### config.mk
export PLATFORM = sky130hd
export DESIGN_NAME = mem_arbiter
export DESIGN_NICKNAME = d
export VERILOG_FILES = /design/src/rtl/mem_arbiter.sv
export SDC_FILE = /design/constraint.sdc
export NUM_CORES = 1
export LEC_CHECK = 0
export CAP_MARGIN = 20
export CORE_AREA = 2 2 113 115
export CTS_CLUSTER_SIZE = 12
export DETAILED_ROUTE_END_ITERATION = 12
export DIE_AREA = 0 0 115 117
export GPL_ROUTABILITY_DRIVEN = 0
export GPL_TIMING_DRIVEN = 0
export HOLD_SLACK_MARGIN = 0.08
export PLACE_DENSITY = 0.72
export SLEW_MARGIN = 20
export SYNTH_ARGS = -nofsm -noshare
export SYNTH_HDL_FRONTEND = slang
export SYNTH_SLANG_ARGS = --single-unit
### constraint.sdc
create_clock -name i_clk -period 3 [get_ports i_clk]
set_input_delay 0.6 -clock i_clk [delete_from_list [all_inputs] [get_ports i_clk]]
set_output_delay 0.6 -clock i_clk [all_outputs]
set_load 0.1 [all_outputs]
### src/rtl/mem_arbiter.sv
// Two-port to one-port memory arbiter: data wins conflicts, fetch is
// forced after STARVE_LIMIT consecutive data grants, responses steered back.
module mem_arbiter #(
  parameter int unsigned STARVE_LIMIT = 4,
  parameter int unsigned CNT_W        = 16
) (
  input  logic             i_clk,
  input  logic             i_rst_n,
  input  logic             i_ivalid,
  input  logic [31:0]      i_iaddr,
  output logic             o_iready,
  output logic             o_irvalid,
  output logic [31:0]      o_irdata,
  input  logic             i_dvalid,
  input  logic             i_dwen,
  input  logic [31:0]      i_daddr,
  input  logic [31:0]      i_dwdata,
  input  logic [3:0]       i_dmask,
  output logic             o_dready,
  output logic             o_drvalid,
  output logic [31:0]      o_drdata,
  output logic             o_mem_en,
  output logic             o_mem_wen,
  output logic [31:0]      o_mem_addr,
  output logic [31:0]      o_mem_wdata,
  output logic [3:0]       o_mem_mask,
  input  logic [31:0]      i_mem_rdata,
  output logic [CNT_W-1:0] o_conflicts
);

  typedef enum logic [1:0] {
    OWN_NONE,
    OWN_INST,
    OWN_DATA
  } owner_e;

  localparam logic [3:0] LIMIT = 4'(STARVE_LIMIT);

  owner_e           owner_q, owner_d;
  logic             store_q, store_d;
  logic [3:0]       starve_q, starve_d;
  logic [CNT_W-1:0] conf_q, conf_d;
  logic             gnt_i, gnt_d;

  // Grants are held low during reset so no access leaks out
  always_comb begin
    gnt_d = i_rst_n & i_dvalid & ~(i_ivalid & (starve_q == LIMIT));
    gnt_i = i_rst_n & i_ivalid & ~gnt_d;
  end

  always_comb begin
    starve_d = starve_q;
    owner_d  = OWN_NONE;
    store_d  = 1'b0;
    conf_d   = conf_q;
    if (gnt_i || !i_ivalid) begin
      starve_d = 4'd0;
    end else if (gnt_d && starve_q != LIMIT) begin
      starve_d = starve_q + 4'd1;
    end
    unique case (1'b1)
      gnt_d: begin
        owner_d = OWN_DATA;
        store_d = i_dwen;
      end
      gnt_i:   owner_d = OWN_INST;
      default: owner_d = OWN_NONE;
    endcase
    if (i_ivalid && i_dvalid && !(&conf_q)) begin
      conf_d = conf_q + CNT_W'(1);
    end
  end

  always_ff @(posedge i_clk or negedge i_rst_n) begin
    if (!i_rst_n) begin
      owner_q  <= OWN_NONE;
      store_q  <= 1'b0;
      starve_q <= 4'd0;
      conf_q   <= '0;
    end else begin
      owner_q  <= owner_d;
      store_q  <= store_d;
      starve_q <= starve_d;
      conf_q   <= conf_d;
    end
  end

  assign o_iready    = gnt_i;
  assign o_dready    = gnt_d;
  assign o_mem_en    = gnt_i | gnt_d;
  assign o_mem_wen   = gnt_d & i_dwen;
  assign o_mem_addr  = gnt_d ? i_daddr :
                       gnt_i ? i_iaddr : 32'd0;
  assign o_mem_wdata = gnt_d ? i_dwdata : 32'd0;
  assign o_mem_mask  = gnt_d ? i_dmask :
                       gnt_i ? 4'hF : 4'h0;

  assign o_irvalid   = (owner_q == OWN_INST);
  assign o_drvalid   = (owner_q == OWN_DATA);
  assign o_irdata    = o_irvalid ? i_mem_rdata : 32'd0;
  assign o_drdata    = (o_drvalid && !store_q) ? i_mem_rdata : 32'd0;
  assign o_conflicts = conf_q;

endmodule

After elaboration in Yosys (flattened, before gate mapping)

Index checks and enable logic that the tools add are counted.

Output and inout bits: 154
Flip-flop bits (word level): 23
Input bits: 137

Equality and inequality tests: 4
Reductions and logical operators: 10
$add $sub $neg: 2
Bitwise operators: 9
Muxes and demuxes: 11

Operators with widths:

| cell                                                                  | number |
|---|---|
| 32-bit 2-to-1 mux                                                     | 5 |
| 16-bit by 1-bit adder with 16-bit output, second input constant       | 1 |
| 4-bit 2-to-1 mux                                                      | 4 |
| 16-bit AND reduction                                                  | 1 |
| 1-bit bitwise AND                                                     | 6 |
| 4-bit by 1-bit adder with 4-bit output, second input constant         | 1 |
| 4-bit by 3-bit equality test with 1-bit output, second input constant | 1 |
| 1-bit logical AND                                                     | 4 |
| 4-bit by 3-bit != test with 1-bit output, second input constant       | 1 |
| 2-bit one-hot mux with 2 select lines                                 | 1 |
| 1-bit logical NOT                                                     | 3 |
| 2-bit by 1-bit equality test with 1-bit output, second input constant | 1 |
| 2-bit equality test, second input constant                            | 1 |
| 1-bit inverter                                                        | 2 |
| 2-bit nonzero test                                                    | 1 |
| 1-bit logical OR                                                      | 1 |
| 1-bit 2-to-1 mux                                                      | 1 |
| 1-bit bitwise OR                                                      | 1 |

Logic depth before layout (Yosys ltp)

Word-level depth: 8
Gate-level depth with buffers: 8
Depth with buffers taken out: 6

Worst setup path before layout

Ideal clock, no wire load.

Path type: flip-flop to output port
Start point: register owner_q[0]
End point: output o_drdata[10]
Data required time: 2.400 ns
Cell stages (with the launch flop): 5
Arrival time: 3.056 ns
Setup slack: -0.656 ns
Cell sequence: dfrtp_1 nor2b_1 nor2b_1 clkbuf_1 and2_1

Word-level cells in the longest chain between the ends: 3

Ends and longest elaborated chain:

| item                     | RTL line | RTL |
|---|---|---|
| start: declaration       | 39       | `owner_e owner_q, owner_d;` |
| start signal: assignment | 81       | `owner_q <= owner_d;` |
| 2-bit equality test      | 99       | `assign o_drvalid = (owner_q == OWN_DATA);` |
| named net o_drvalid      | 20       | `output logic o_drvalid,` |
| 1-bit logical AND        | 101      | `assign o_drdata = (o_drvalid && !store_q) ? i_mem_rdata : 32'd0;` |
| 32-bit 2-to-1 mux        | 101      |  |
| end: declaration         | 21       | `output logic [31:0] o_drdata,` |

The timed path passes the listed nets, and every way through them passes these cells.

Worst setup path in the final report

Start point: register starve_q[0]
End point: output o_mem_addr[9]

Word-level cells in the longest chain between the ends: 8

Ends and longest elaborated chain:

| item                                             | RTL line | RTL |
|---|---|---|
| start: declaration                               | 41       | `logic [3:0] starve_q, starve_d;` |
| start signal: assignment                         | 83       | `starve_q <= starve_d;` |
| 4-bit by 3-bit equality test with 1-bit output * | 47       | `gnt_d = i_rst_n & i_dvalid & ~(i_ivalid & (starve_q == LIMIT));` |
| 1-bit bitwise AND *                              | 47       |  |
| 1-bit inverter *                                 | 47       |  |
| 1-bit bitwise AND *                              | 47       |  |
| 1-bit inverter                                   | 48       | `gnt_i = i_rst_n & i_ivalid & ~gnt_d;` |
| 1-bit bitwise AND                                | 48       |  |
| 32-bit 2-to-1 mux                                | 93       | `gnt_i ? i_iaddr : 32'd0;` |
| 32-bit 2-to-1 mux *                              | 92       | `assign o_mem_addr = gnt_d ? i_daddr :` |
| end: declaration                                 | 24       | `output logic [31:0] o_mem_addr,` |

Mark *: on every way between the ends. The rest lies on a longest branch, timed or not.

==> flow_summary.json <==
{
  "yosys-top-cells-count": "and2_1, a22o_1, dfrtp_1",
  "dr_wl_met3_um": 1240,
  "wl_met2_um": 6190,
  "chipWidth_um": 115,
  "relSlewSlack": 0.346,
  "diodes": 0,
  "status": "complete, no violations",
  "synthFlopType": "dfrtp_1",
  "yosysTopAreaCell": "and2_1",
  "dp_hpwl_um": 10100,
  "rows": 41,
  "htreeDepth": 1,
  "fin_crit_sh": 0.961,
  "final_util": 0.424,
  "hold_class": "primary input to asynchronous set/reset pin",
  "fin_cells": 705,
  "stdcell_area_um2": 5220,
  "ys_async_sr_fraction": 1.00,
  "totalWireLength_um": 11700,
  "ys_warn_count": 0,
  "max_freq_mhz": 347,
  "cp_data_required_time_ns": 2.40,
  "drt-initial-drc-count": 101,
  "dp.cells": 699,
  "path_buf_inv": 4,
  "cts_hold_buf": 0,
  "synth.most_common_cell": "and2_1",
  "p_sw_mw": 1.30,
  "crit_family": "simple AND/OR/NAND/NOR gates",
  "cts-root-buf": "clkbuf_16",
  "crit_path_frequent_cell": "buf_6",
  "p_leak_nw": 2.42,
  "cap_violations": 0,
  "finalHoldViolations": 0,
  "numClockSinks": 23,
  "synthesis.nets": 400,
  "fin_nets": 696,
  "critPathArrivalTime_ns": 2.28,
  "synthToLayoutAreaGrowth_pct": 137,
  "ir_drop_mv": 0.418,
  "grt_pass1_wl_um": 16100,
  "dieArea_um2": 13500,
  "ant_nets": 0,
  "crit_path_start_kind": "flip-flop",
  "multiInputGateArea_um2": 1540,
  "pwr-share-seq": 0.184,
  "fillers": 1243,
  "slowest_delay_ns": 0.41,
  "avgSynthCellArea_um2": 8.46,
  "clock_path_buffers": 2,
  "pin_count": 291,
  "synth_edf_count": 0,
  "place_ws_ns": -1.47,
  "final-setup-viol-count": 0,
  "p_sw_frac": 0.574,
  "clk_latency_ns": 0.26,
  "post_drt_via_cell_ratio": 4.39,
  "cp-end-kind": "output pin",
  "vias": 3093,
  "maxSlewViolCount": 0,
  "grt_max_degree": 27,
  "overflow": 0,
  "synth_top_area_frac": 0.281,
  "antenna_found_initial": 0,
  "ys_types": 38,
  "port_buffers": 289,
  "clkTransAtPathRegs_ns": 0.06,
  "drc": 0,
  "synth_area_leaders": "and2_1, dfrtp_1, a22o_1",
  "cts_tree": "done",
  "fin_worst_skew_ns": 0.00195,
  "drt-met1-wl_um": 4230,
  "drive_above_1_share": 0.277,
  "p_comb_frac": 0.685,
  "slowest_stage": "dfrtp_1",
  "die_h_um": 117,
  "ys_ff_latch": 23,
  "synth_cells": 260,
  "globalRouteTotalUtil": 0.154,
  "worst_slew_pin_slew_ns": 0.979,
  "initial_utilization": 0.179,
  "first_pass_iters": 4,
  "core_um2": 12300,
  "powerDensity_nw_per_um2": 432,
  "timing.critical_path.fanout_max": 10,
  "cts_buffers": 3,
  "fin_ws_ns": 0.116,
  "path_class": "flip-flop to output pin",
  "p_int_mw": 0.961,
  "routed.top_layer": "met4",
  "clkPwrFrac": 0.131,
  "placed_area_um2": 5300,
  "yosysSeqAreaShare": 0.262,
  "grt_pass1_vias": 2905,
  "period_needed_ns": 2.88,
  "register_area_um2": 576,
  "wire_per_inst_um": 16.6,
  "path_cells": "inv_1, ha_1, and3b_2, or2_1, and3_1, buf_6, buf_6, a22o_1, buf_4",
  "tns_ns": 0,
  "syn_area_um2": 2200
}
-- repair_timing --
action | in CTS | in global routing
gates resized for setup | 499 | 118
endpoints found under the setup margin | 136 | 91
setup buffers | 0 | 2
-- placed cells by master, fill, tap and decap left out, types with 6 or more instances in the layout --
cell / instances
clkbuf_2: 17
nor3_1: 6
dfrtp_1: 23
clkdlybuf4s15_1: 6
xor2_1: 7
dlygate4sd2_1: 15
buf_6: 13
xnor2_1: 6
clkdlybuf4s15_2: 30
clkbuf_4: 29
a22o_1: 33
nand4_1: 7
buf_4: 24
and2_1: 89
clkbuf_1: 7
and2_2: 10
nor2_1: 7
buf_2: 14
inv_1: 6
clkdlybuf4s50_1: 150
-- kinds of logic (layout without fill, tap and decap cells) --
kind of cell / after synthesis / after routing / share of synthesized area
adders and majority gates: 3 / 3 / 0.0171
DFF: 23 / 23 / 0.262
xor gates and xnor gates: 13 / 13 / 0.0517
and+or+nand+nor: 148 / 148 / 0.427
buffers and inverters: 24 / 319 / 0.0551
AOI/OAI and AO/OA: 46 / 46 / 0.172
muxes: 3 / 3 / 0.0159
-- sequential cells by signal, summed over array words and instances (netlist names) --
| name | cells |
|---|---|
| owner_q | 2 |
| starve_q | 4 |
| o_conflicts | 16 |
| store_q | 1 |
-- power by group through the flow --
stage                     Sequential, mW  Clock (mW)  Combinational (mW)
after CTS                          0.417       0.310                1.52
after detailed placement           0.422           0                1.58
after floorplan                    0.703           0               0.802
after global routing               0.426       0.324                1.60
after global placement             0.419           0                1.57
final                              0.416       0.295                1.54
-- area by class of cell --
class / count / area share
Tap cell: 150 / 0.0359
Sequential cell: 23 / 0.110
Buffer: 18 / 0.0208
Timing Repair Buffer: 291 / 0.518
Inverter: 6 / 0.00431
Clock buffer: 3 / 0.0144
Clock inverter: 1 / 0.00144
Multi-Input combinational cell: 213 / 0.295
-- per-layer routing --
metal	up-vias	track usage
li1	1491	-
met1	1433	0.172
met2	167	0.289
met3	2	0.0608
met4	0	0.00964
met5	-	0
-- path summary, 6_finish.rpt --
kind	slack [ns]	startpoint	to	depth (start not counted)
max	0.12	starve_q[0]	o_mem_addr[9]	9
min reg2reg	0.52	o_conflicts[4]	o_conflicts[4]	1
min in group i_clk	0.52	o_conflicts[4]	o_conflicts[4]	1
min	0.24	i_rst_n	o_conflicts[2]	1
max reg2reg	1.09	o_conflicts[0]	o_conflicts[1]	5
max in group asynchronous	2.50	i_rst_n	store_q	1
-- worst reg2reg max path, cell delays in order, from the launching register on --
cell	delay [ns]
dfrtp_1	0.43
ha_1	0.22
nand4_1	0.29
nor4_4	0.45
nor2_2	0.10
mux2_4	0.31
-- per-stage QoR --
step                      power [mW]  hold slack (ns)
after floorplan                 1.50            0.304
after global placement          1.99            0.509
after detailed placement        2.00            0.511
after CTS                       2.25            0.248
after global routing            2.35            0.262
final                           2.26            0.239
Power figures use the tool's default switching activity.
